### src/rtl/hs32_intctl_if.sv
// hs32_intctl_if
// Groups every non-clock signal of the hs32 interrupt controller.
//   irq/nmi_pin          : asynchronous peripheral lines into the controller
//   intrq/handler/vec/nmi: request presented to hs32_cpu; iack is the CPU's acknowledge
//   cfg_*                : register access port
// Register-port handshake: the controller accepts a request at any rising
// edge where cfg_valid=1 and cfg_ready is currently low. It then drives
// cfg_ready=1 for exactly the following cycle, with cfg_dout valid in that cycle.
// cfg_ready is never high in two consecutive cycles. A requester that keeps
// cfg_valid high gets one access every two clocks.
// Modports: master = peripherals/CPU/config side, slave = the controller.
interface hs32_intctl_if;
  logic [23:0] irq;
  logic        nmi_pin;
  logic        intrq;
  logic [31:0] handler;
  logic [4:0]  vec;
  logic        nmi;
  logic        iack;
  logic [4:0]  cfg_addr;
  logic        cfg_rw;
  logic [31:0] cfg_din;
  logic [31:0] cfg_dout;
  logic        cfg_valid;
  logic        cfg_ready;

  modport master (
    output irq, nmi_pin, iack, cfg_addr, cfg_rw, cfg_din, cfg_valid,
    input  intrq, handler, vec, nmi, cfg_dout, cfg_ready
  );

  modport slave (
    input  irq, nmi_pin, iack, cfg_addr, cfg_rw, cfg_din, cfg_valid,
    output intrq, handler, vec, nmi, cfg_dout, cfg_ready
  );
endinterface

### src/rtl/hs32_intctl.sv
// hs32_intctl
// Interrupt controller sitting directly in front of hs32_cpu.
// It synchronises 24 IRQ lines and one NMI pin, and latches rising edges into
// the sticky pending register. It picks the lowest eligible index (the NMI is
// index 0) and presents that request, with its ISR address, until the CPU
// acknowledges it.
// Ports:
//   i_clk       : clock
//   reset       : asynchronous, active-high reset
//   bus         : hs32_intctl_if.slave (irq, nmi_pin, CPU request/ack, cfg port)
//   dbg_state_o : current request FSM state (0 idle, 1 req, 2 gap)
// Register map (cfg_addr):
//   0..24 handler table
//   25    mask: bits [23:0] are used, bits [31:24] read as 0
//   26    pending: reads {7'b0, pending}; writing a 1 clears that bit
//   27..31 read as 0; writes are dropped
module hs32_intctl #(
  parameter int NLINES  = 24,
  parameter int SYNC_FF = 2
) (
  input  logic               i_clk,
  input  logic               reset,
  hs32_intctl_if.slave       bus,
  output logic [1:0]         dbg_state_o
);

  typedef enum logic [1:0] {
    S_IDLE = 2'd0,
    S_REQ  = 2'd1,
    S_GAP  = 2'd2
  } state_t;

  // Bit 0 is the NMI. Bits 1..NLINES are the implemented IRQ lines.
  // Bits above NLINES are tied to 0 in the pending register and the mask.
  localparam logic [24:0] LINE_EN = 25'((64'd1 << (NLINES + 1)) - 64'd1);

  localparam logic [4:0] A_MASK = 5'd25;
  localparam logic [4:0] A_PEND = 5'd26;

  state_t                    state_q, state_d;
  logic [SYNC_FF-1:0][24:0]  sync_q;
  logic [24:0]               prev_q;
  logic [24:0]               pending_q, pending_d;
  logic [23:0]               mask_q;
  logic [31:0]               handler_tab_q [25];
  logic                      intrq_q, intrq_d;
  logic [4:0]                vec_q, vec_d;
  logic [31:0]               handler_q, handler_d;
  logic                      nmi_q, nmi_d;
  logic                      cfg_ready_q;
  logic [31:0]               cfg_dout_q;

  logic [24:0]               rise;
  logic [24:0]               eligible;
  logic [4:0]                winner;
  logic                      cfg_acc;
  logic                      cfg_wr;
  logic [24:0]               iack_clr;
  logic [24:0]               w1c_clr;
  logic [31:0]               rd_data;

  // ---------------- edge detection ----------------
  assign rise = sync_q[SYNC_FF-1] & ~prev_q & LINE_EN;

  always_ff @(posedge i_clk or posedge reset) begin
    if (reset) begin
      sync_q <= '0;
      prev_q <= '0;
    end else begin
      sync_q[0] <= {bus.irq, bus.nmi_pin};
      for (int i = 1; i < SYNC_FF; i++) begin
        sync_q[i] <= sync_q[i-1];
      end
      prev_q <= sync_q[SYNC_FF-1];
    end
  end

  // ---------------- register port ----------------
  // A new access is taken only while cfg_ready is low. This gives the
  // one-cycle cfg_ready pulse and one access per two clocks under a held valid.
  assign cfg_acc = bus.cfg_valid && !cfg_ready_q;
  assign cfg_wr  = cfg_acc && bus.cfg_rw;

  always_comb begin
    rd_data = '0;
    if (bus.cfg_addr <= 5'd24) begin
      rd_data = handler_tab_q[bus.cfg_addr];
    end else if (bus.cfg_addr == A_MASK) begin
      rd_data = {8'd0, mask_q};
    end else if (bus.cfg_addr == A_PEND) begin
      rd_data = {7'd0, pending_q};
    end
  end

  always_ff @(posedge i_clk or posedge reset) begin
    if (reset) begin
      cfg_ready_q <= 1'b0;
      cfg_dout_q  <= '0;
      mask_q      <= '0;
      for (int i = 0; i < 25; i++) begin
        handler_tab_q[i] <= '0;
      end
    end else begin
      cfg_ready_q <= cfg_acc;
      if (cfg_acc) begin
        cfg_dout_q <= rd_data;
      end
      if (cfg_wr && bus.cfg_addr <= 5'd24) begin
        handler_tab_q[bus.cfg_addr] <= bus.cfg_din;
      end
      if (cfg_wr && bus.cfg_addr == A_MASK) begin
        mask_q <= bus.cfg_din[23:0] & LINE_EN[24:1];
      end
    end
  end

  // ---------------- pending ----------------
  // Clears come from an acknowledge in REQ and from W1C writes. A rise in the
  // same cycle is OR-ed in after the clear, so the new event is kept.
  assign iack_clr = (state_q == S_REQ && bus.iack) ? (25'd1 << vec_q) : '0;
  assign w1c_clr  = (cfg_wr && bus.cfg_addr == A_PEND) ? bus.cfg_din[24:0] : '0;

  always_comb begin
    pending_d = ((pending_q & ~(iack_clr | w1c_clr)) | rise) & LINE_EN;
  end

  always_ff @(posedge i_clk or posedge reset) begin
    if (reset) begin
      pending_q <= '0;
    end else begin
      pending_q <= pending_d;
    end
  end

  // ---------------- arbitration ----------------
  assign eligible = pending_q & {mask_q, 1'b1};

  // Scan from high to low so that the lowest eligible index is left in winner.
  always_comb begin
    winner = '0;
    for (int i = 24; i >= 0; i--) begin
      if (eligible[i]) begin
        winner = 5'(i);
      end
    end
  end

  // ---------------- request FSM ----------------
  // The presented vector, handler and nmi flag are captured on entry to REQ.
  // Later table writes, mask changes or higher-priority arrivals cannot
  // disturb the request the CPU is already looking at.
  always_comb begin
    state_d   = state_q;
    intrq_d   = intrq_q;
    vec_d     = vec_q;
    handler_d = handler_q;
    nmi_d     = nmi_q;
    case (state_q)
      S_IDLE: begin
        if (|eligible) begin
          state_d   = S_REQ;
          intrq_d   = 1'b1;
          vec_d     = winner;
          handler_d = handler_tab_q[winner];
          nmi_d     = (winner == 5'd0);
        end
      end
      S_REQ: begin
        if (bus.iack) begin
          state_d = S_GAP;
          intrq_d = 1'b0;
        end
      end
      S_GAP: begin
        state_d = S_IDLE;
      end
      default: begin
        state_d = S_IDLE;
        intrq_d = 1'b0;
      end
    endcase
  end

  always_ff @(posedge i_clk or posedge reset) begin
    if (reset) begin
      state_q   <= S_IDLE;
      intrq_q   <= 1'b0;
      vec_q     <= '0;
      handler_q <= '0;
      nmi_q     <= 1'b0;
    end else begin
      state_q   <= state_d;
      intrq_q   <= intrq_d;
      vec_q     <= vec_d;
      handler_q <= handler_d;
      nmi_q     <= nmi_d;
    end
  end

  assign bus.intrq     = intrq_q;
  assign bus.vec       = vec_q;
  assign bus.handler   = handler_q;
  assign bus.nmi       = nmi_q;
  assign bus.cfg_ready = cfg_ready_q;
  assign bus.cfg_dout  = cfg_dout_q;
  assign dbg_state_o   = state_q;

endmodule
### src/flat_wrapper.sv
// flat-port wrapper written by rule: the top's interface ports become plain ports
module hs32_intctl_flat 
#(
  parameter int NLINES  = 24,
  parameter int SYNC_FF = 2
)
  (i_clk, reset, dbg_state_o, bus_irq, bus_nmi_pin, bus_iack, bus_cfg_addr, bus_cfg_rw, bus_cfg_din, bus_cfg_valid, bus_intrq, bus_handler, bus_vec, bus_nmi, bus_cfg_dout, bus_cfg_ready);
  hs32_intctl_if bus_i ();
  input  logic i_clk;
  input  logic reset;
  output logic [1:0] dbg_state_o;
  input wire logic [$bits(bus_i.irq)-1:0] bus_irq;
  input wire logic [$bits(bus_i.nmi_pin)-1:0] bus_nmi_pin;
  input wire logic [$bits(bus_i.iack)-1:0] bus_iack;
  input wire logic [$bits(bus_i.cfg_addr)-1:0] bus_cfg_addr;
  input wire logic [$bits(bus_i.cfg_rw)-1:0] bus_cfg_rw;
  input wire logic [$bits(bus_i.cfg_din)-1:0] bus_cfg_din;
  input wire logic [$bits(bus_i.cfg_valid)-1:0] bus_cfg_valid;
  output wire logic [$bits(bus_i.intrq)-1:0] bus_intrq;
  output wire logic [$bits(bus_i.handler)-1:0] bus_handler;
  output wire logic [$bits(bus_i.vec)-1:0] bus_vec;
  output wire logic [$bits(bus_i.nmi)-1:0] bus_nmi;
  output wire logic [$bits(bus_i.cfg_dout)-1:0] bus_cfg_dout;
  output wire logic [$bits(bus_i.cfg_ready)-1:0] bus_cfg_ready;
  assign bus_i.irq = bus_irq;
  assign bus_i.nmi_pin = bus_nmi_pin;
  assign bus_i.iack = bus_iack;
  assign bus_i.cfg_addr = bus_cfg_addr;
  assign bus_i.cfg_rw = bus_cfg_rw;
  assign bus_i.cfg_din = bus_cfg_din;
  assign bus_i.cfg_valid = bus_cfg_valid;
  assign bus_intrq = bus_i.intrq;
  assign bus_handler = bus_i.handler;
  assign bus_vec = bus_i.vec;
  assign bus_nmi = bus_i.nmi;
  assign bus_cfg_dout = bus_i.cfg_dout;
  assign bus_cfg_ready = bus_i.cfg_ready;
  hs32_intctl #(.NLINES(NLINES), .SYNC_FF(SYNC_FF)) u_core (.i_clk(i_clk), .reset(reset), .bus(bus_i), .dbg_state_o(dbg_state_o));
endmodule
### config.mk
export PLATFORM = sky130hd
export DESIGN_NAME = hs32_intctl_flat
export DESIGN_NICKNAME = d
export VERILOG_FILES = /design/src/rtl/hs32_intctl_if.sv /design/src/rtl/hs32_intctl.sv /design/src/flat_wrapper.sv
export SDC_FILE = /design/constraint.sdc
export NUM_CORES = 2
export LEC_CHECK = 0
export BUFFER_PORTS_ARGS = -buffer_cell sky130_fd_sc_hd__buf_2
export CORE_MARGIN = 4
export CORE_UTILIZATION = 55
export CTS_CLUSTER_DIAMETER = 80
export DETAILED_ROUTE_END_ITERATION = 16
export PLACE_DENSITY = 0.72
export SKIP_LAST_GASP = 1
export SLEW_MARGIN = 20
export SYNTH_ARGS = -nofsm -noshare
export SYNTH_HDL_FRONTEND = slang
export SYNTH_SLANG_ARGS = --single-unit
### constraint.sdc
create_clock -name i_clk -period 39.5 [get_ports i_clk]
set_input_delay 1.975 -clock i_clk [delete_from_list [all_inputs] [get_ports i_clk]]
set_output_delay 1.975 -clock i_clk [all_outputs]
set_load 0.05 [all_outputs]
==> qor.yml <==
core-area_um2: 90420
multiInputGateArea_um2: 23880
antenna_found_initial: 5
syn_to_final_growth_pct: 10.19
syn-num-nets: 3964
fillers: 6890
setup_viol: 0
status: "finished clean"
max_freq_ghz: 0.1659
p_leak_nw: 24.42
grt_pass1_vias: 36270
ys_async_sr_fraction_pct: 100.0
drc_errors: 0
use_met1_pct: 46.61
start_util_pct: 55.64
drt_iter0_markers: 4917
fp-row-count: 110
critPathKind: "flip-flop to flip-flop"
grt_pass1_wl_um: 244600
ys_types: 73
clock_skew_ps: 27.75
ys_ff_latch: 998
synth_xor_area_share_pct: 0
hold_violations: 0
io_pins: 141
seq_area_um2: 24970
cpPeakStageDelay_ps: 960
ys_seq_area_share_pct: 49.64
final.min_clock_period_ps: 6027
postCtsSetupBuffers: 0
maxCapViolCount: 0
crit_path_frequent_cell: "buf_4"
dp_hpwl_um: 98650
max-vdd-ir-drop_uv: 33.78
syn_area_um2: 50310
syn_area_per_cell_um2: 12.91
power.density_nw_per_um2: 55.65
synth_fa_ha_area_share_pct: 0
synthSimpleGateAreaFrac_pct: 5.580
avgRoutedWirePerCell_um: 32.37
cts.sinks: 998
tightest_slew_ps: 1229
synthMuxAreaShare_pct: 32.46
hold_path_depth: 0
grt_usage_pct: 34.43
grt_util_met3_pct: 10.79
holdWs_ps: 346.4
path_clk_slew_ps: 70
totalWireLength_um: 166200
p_int_mw: 2.003
combPwrFrac_pct: 27.1
ctsHtreeMaxLevel: 3
port_buffers: 140
clock_power_share_pct: 33.0
ant_nets: 0
first_pass_iters: 6
crit_chain: "a22oi_1, a21boi_0, o21ai_1, nor2_4, buf_4, buf_12, buf_4, buf_4, mux2i_1, o22ai_1, a2111oi_0, a211oi_1"
met2_usage_pct: 50.95
die_h_um: 310.5
path_depth: 12
hold_buffers: 0
rsz0062_at_grt: "no"
die_w_um: 310.5
crit_buf_inv: 4
hp-class: "flip-flop to flip-flop"
synth-edff-count: 0
overflow: 0
synth_top_family_by_area: "multiplexers"
arrival_ps: 6570
finalSetupTns_ps: 0
place_congestion: 0.8892
required_ps: 40040
slowest_stage: "buf_4"
routed_via_density: 7.104
period_share_pct: 15.26
syn-instance-count: 3897
cts_root_buf: "clkbuf_16"
drv_slew: 0
synth-main-ff-cell: "dfrtp_1"
slew_headroom_pct: 18.06
busiest_layer: "met2"
cts_max_path_buffers: 3
cts_tree: "done"
sw_frac_of_total_pct: 35.08
final_nets: 3941
drive_above_1_share_pct: 37.58
p_switching_mw: 1.082
yosys_warnings: 0
synth_compound_area_share_pct: 8.853
cpLargestDelayFamily: "buffers and inverters"
p_seq_share_pct: 39.8
cts-resized-gates: 0
vias: 36470
cp-end-kind: "flip-flop"
crit_fanout: 145
reg2reg_depth: 12
cts_buffers: 103
die-area_um2: 96390
critPathLaunchType: "flip-flop"
clock_latency_ps: 680
grt_max_degree: 183
[per-stage QoR]
step | power (mW) | util, % | instance area (um2) | setup WS, ps | std cells
2_1_floorplan | 1.765 | - | 50310 | 9446 | 3897
3_3_place_gp | 2.040 | 57.41 | 51910 | 33520 | 4945
3_5_place_dp | 2.055 | 57.41 | 51920 | 33520 | 4945
4_1_cts | 3.067 | 61.31 | 55440 | 33510 | 5133
5_1_grt | 3.178 | 61.31 | 55440 | 33130 | 5134
6_report | 3.085 | 61.31 | 55440 | 33470 | 5134
[cell usage in the layout (no fill, tap or decap), drive strengths merged, types with 71 or more instances in the layout]
master	synthesis	layout
o22ai	71	71
clkbuf	165	148
nand2	323	323
mux4	206	206
a21oi	103	103
nor2	94	94
mux2i	238	238
dfrtp	998	998
mux2	827	827
a221oi	75	75
buf	195	232
o21ai	89	89
[power groups by stage]
stage               sequential [mW]  combinational, mW  clock [mW]
floorplan                      1.29              0.470           0
global placement               1.24              0.802           0
detailed placement             1.24              0.814           0
CTS                            1.22              0.817        1.02
global route                   1.24              0.870        1.07
finish                         1.23              0.837        1.02
[per-layer routing]
metal / up-vias / wire (um)
li1: 14680 / -
met1: 18880 / 64100
met2: 2392 / 72580
met3: 521 / 20410
met4: 4 / 9058
met5: - / 26
[layout make-up]
class,instances,area share (%)
diodes,1,0.004513
inverters,31,0.2234
multi-input cells,2508,43.08
well taps,1176,2.654
flip-flops and latches,998,45.04
clock inverters,40,0.8463
repair buffers,232,2.647
clock buffers,148,5.504
[state kept, by name, indices dropped and copies added (netlist names)]
signal                cells
u_core.mask_q            24
u_core.dbg_state_o        2
u_core.bus.nmi            1
u_core.bus.cfg_ready      1
u_core.pending_q         25
u_core.bus.intrq          1
u_core.bus.vec            5
u_core.prev_q            25
u_core.bus.cfg_dout      32
u_core.sync_q            50
u_core.handler_tab_q    800
u_core.bus.handler       32
[cells by family after synthesis]
family | Yosys count
muxes | 1271
DFF | 998
and+or+nand+nor | 623
AOI/OAI and AO/OA | 614
buffers and inverters | 391
[synthesized netlist by cell type, types with 9 or more instances]
cell | count | area share, %
a2111oi_0 | 17 | 0.30
or4_1 | 14 | 0.21
a22o_1 | 22 | 0.38
nor2_1 | 93 | 0.69
nand2b_1 | 10 | 0.12
inv_1 | 29 | 0.22
a211oi_1 | 59 | 0.88
o22ai_1 | 71 | 0.88
clkbuf_1 | 165 | 1.2
a22oi_1 | 41 | 0.61
nor3_1 | 49 | 0.49
and3_1 | 45 | 0.56
nand2_1 | 322 | 2.4
o31ai_1 | 15 | 0.22
mux2_2 | 811 | 18
mux4_2 | 206 | 9.2
o221ai_1 | 35 | 0.61
dfrtp_1 | 998 | 50
buf_1 | 35 | 0.26
a311oi_1 | 29 | 0.50
nor4_1 | 29 | 0.36
o21ai_0 | 85 | 0.85
buf_2 | 143 | 1.4
mux2_1 | 16 | 0.36
a221oi_1 | 70 | 1.2
mux2i_1 | 238 | 4.7
nand3_1 | 35 | 0.35
a21oi_1 | 102 | 1.0
buf_6 | 9 | 0.20
[path summary, 6_finish.rpt]
kind                                              start                                    end  slack [ps]
setup / recovery           u_core.mask_q[4]$_DFFE_PP0P_     u_core.bus.handler[27]$_DFFE_PP0P_       33470
hold reg to reg             u_core.sync_q[19]$_DFF_PP0_            u_core.sync_q[44]$_DFF_PP0_         350
min in group asynchronous                         reset  u_core.handler_tab_q[637]$_DFFE_PP0P_        1460
max in group asynchronous                         reset            u_core.sync_q[34]$_DFF_PP0_       34740
setup reg to reg           u_core.mask_q[4]$_DFFE_PP0P_     u_core.bus.handler[27]$_DFFE_PP0P_       33470
hold / removal              u_core.sync_q[19]$_DFF_PP0_            u_core.sync_q[44]$_DFF_PP0_         350
(Power assumes the default switching activity.)
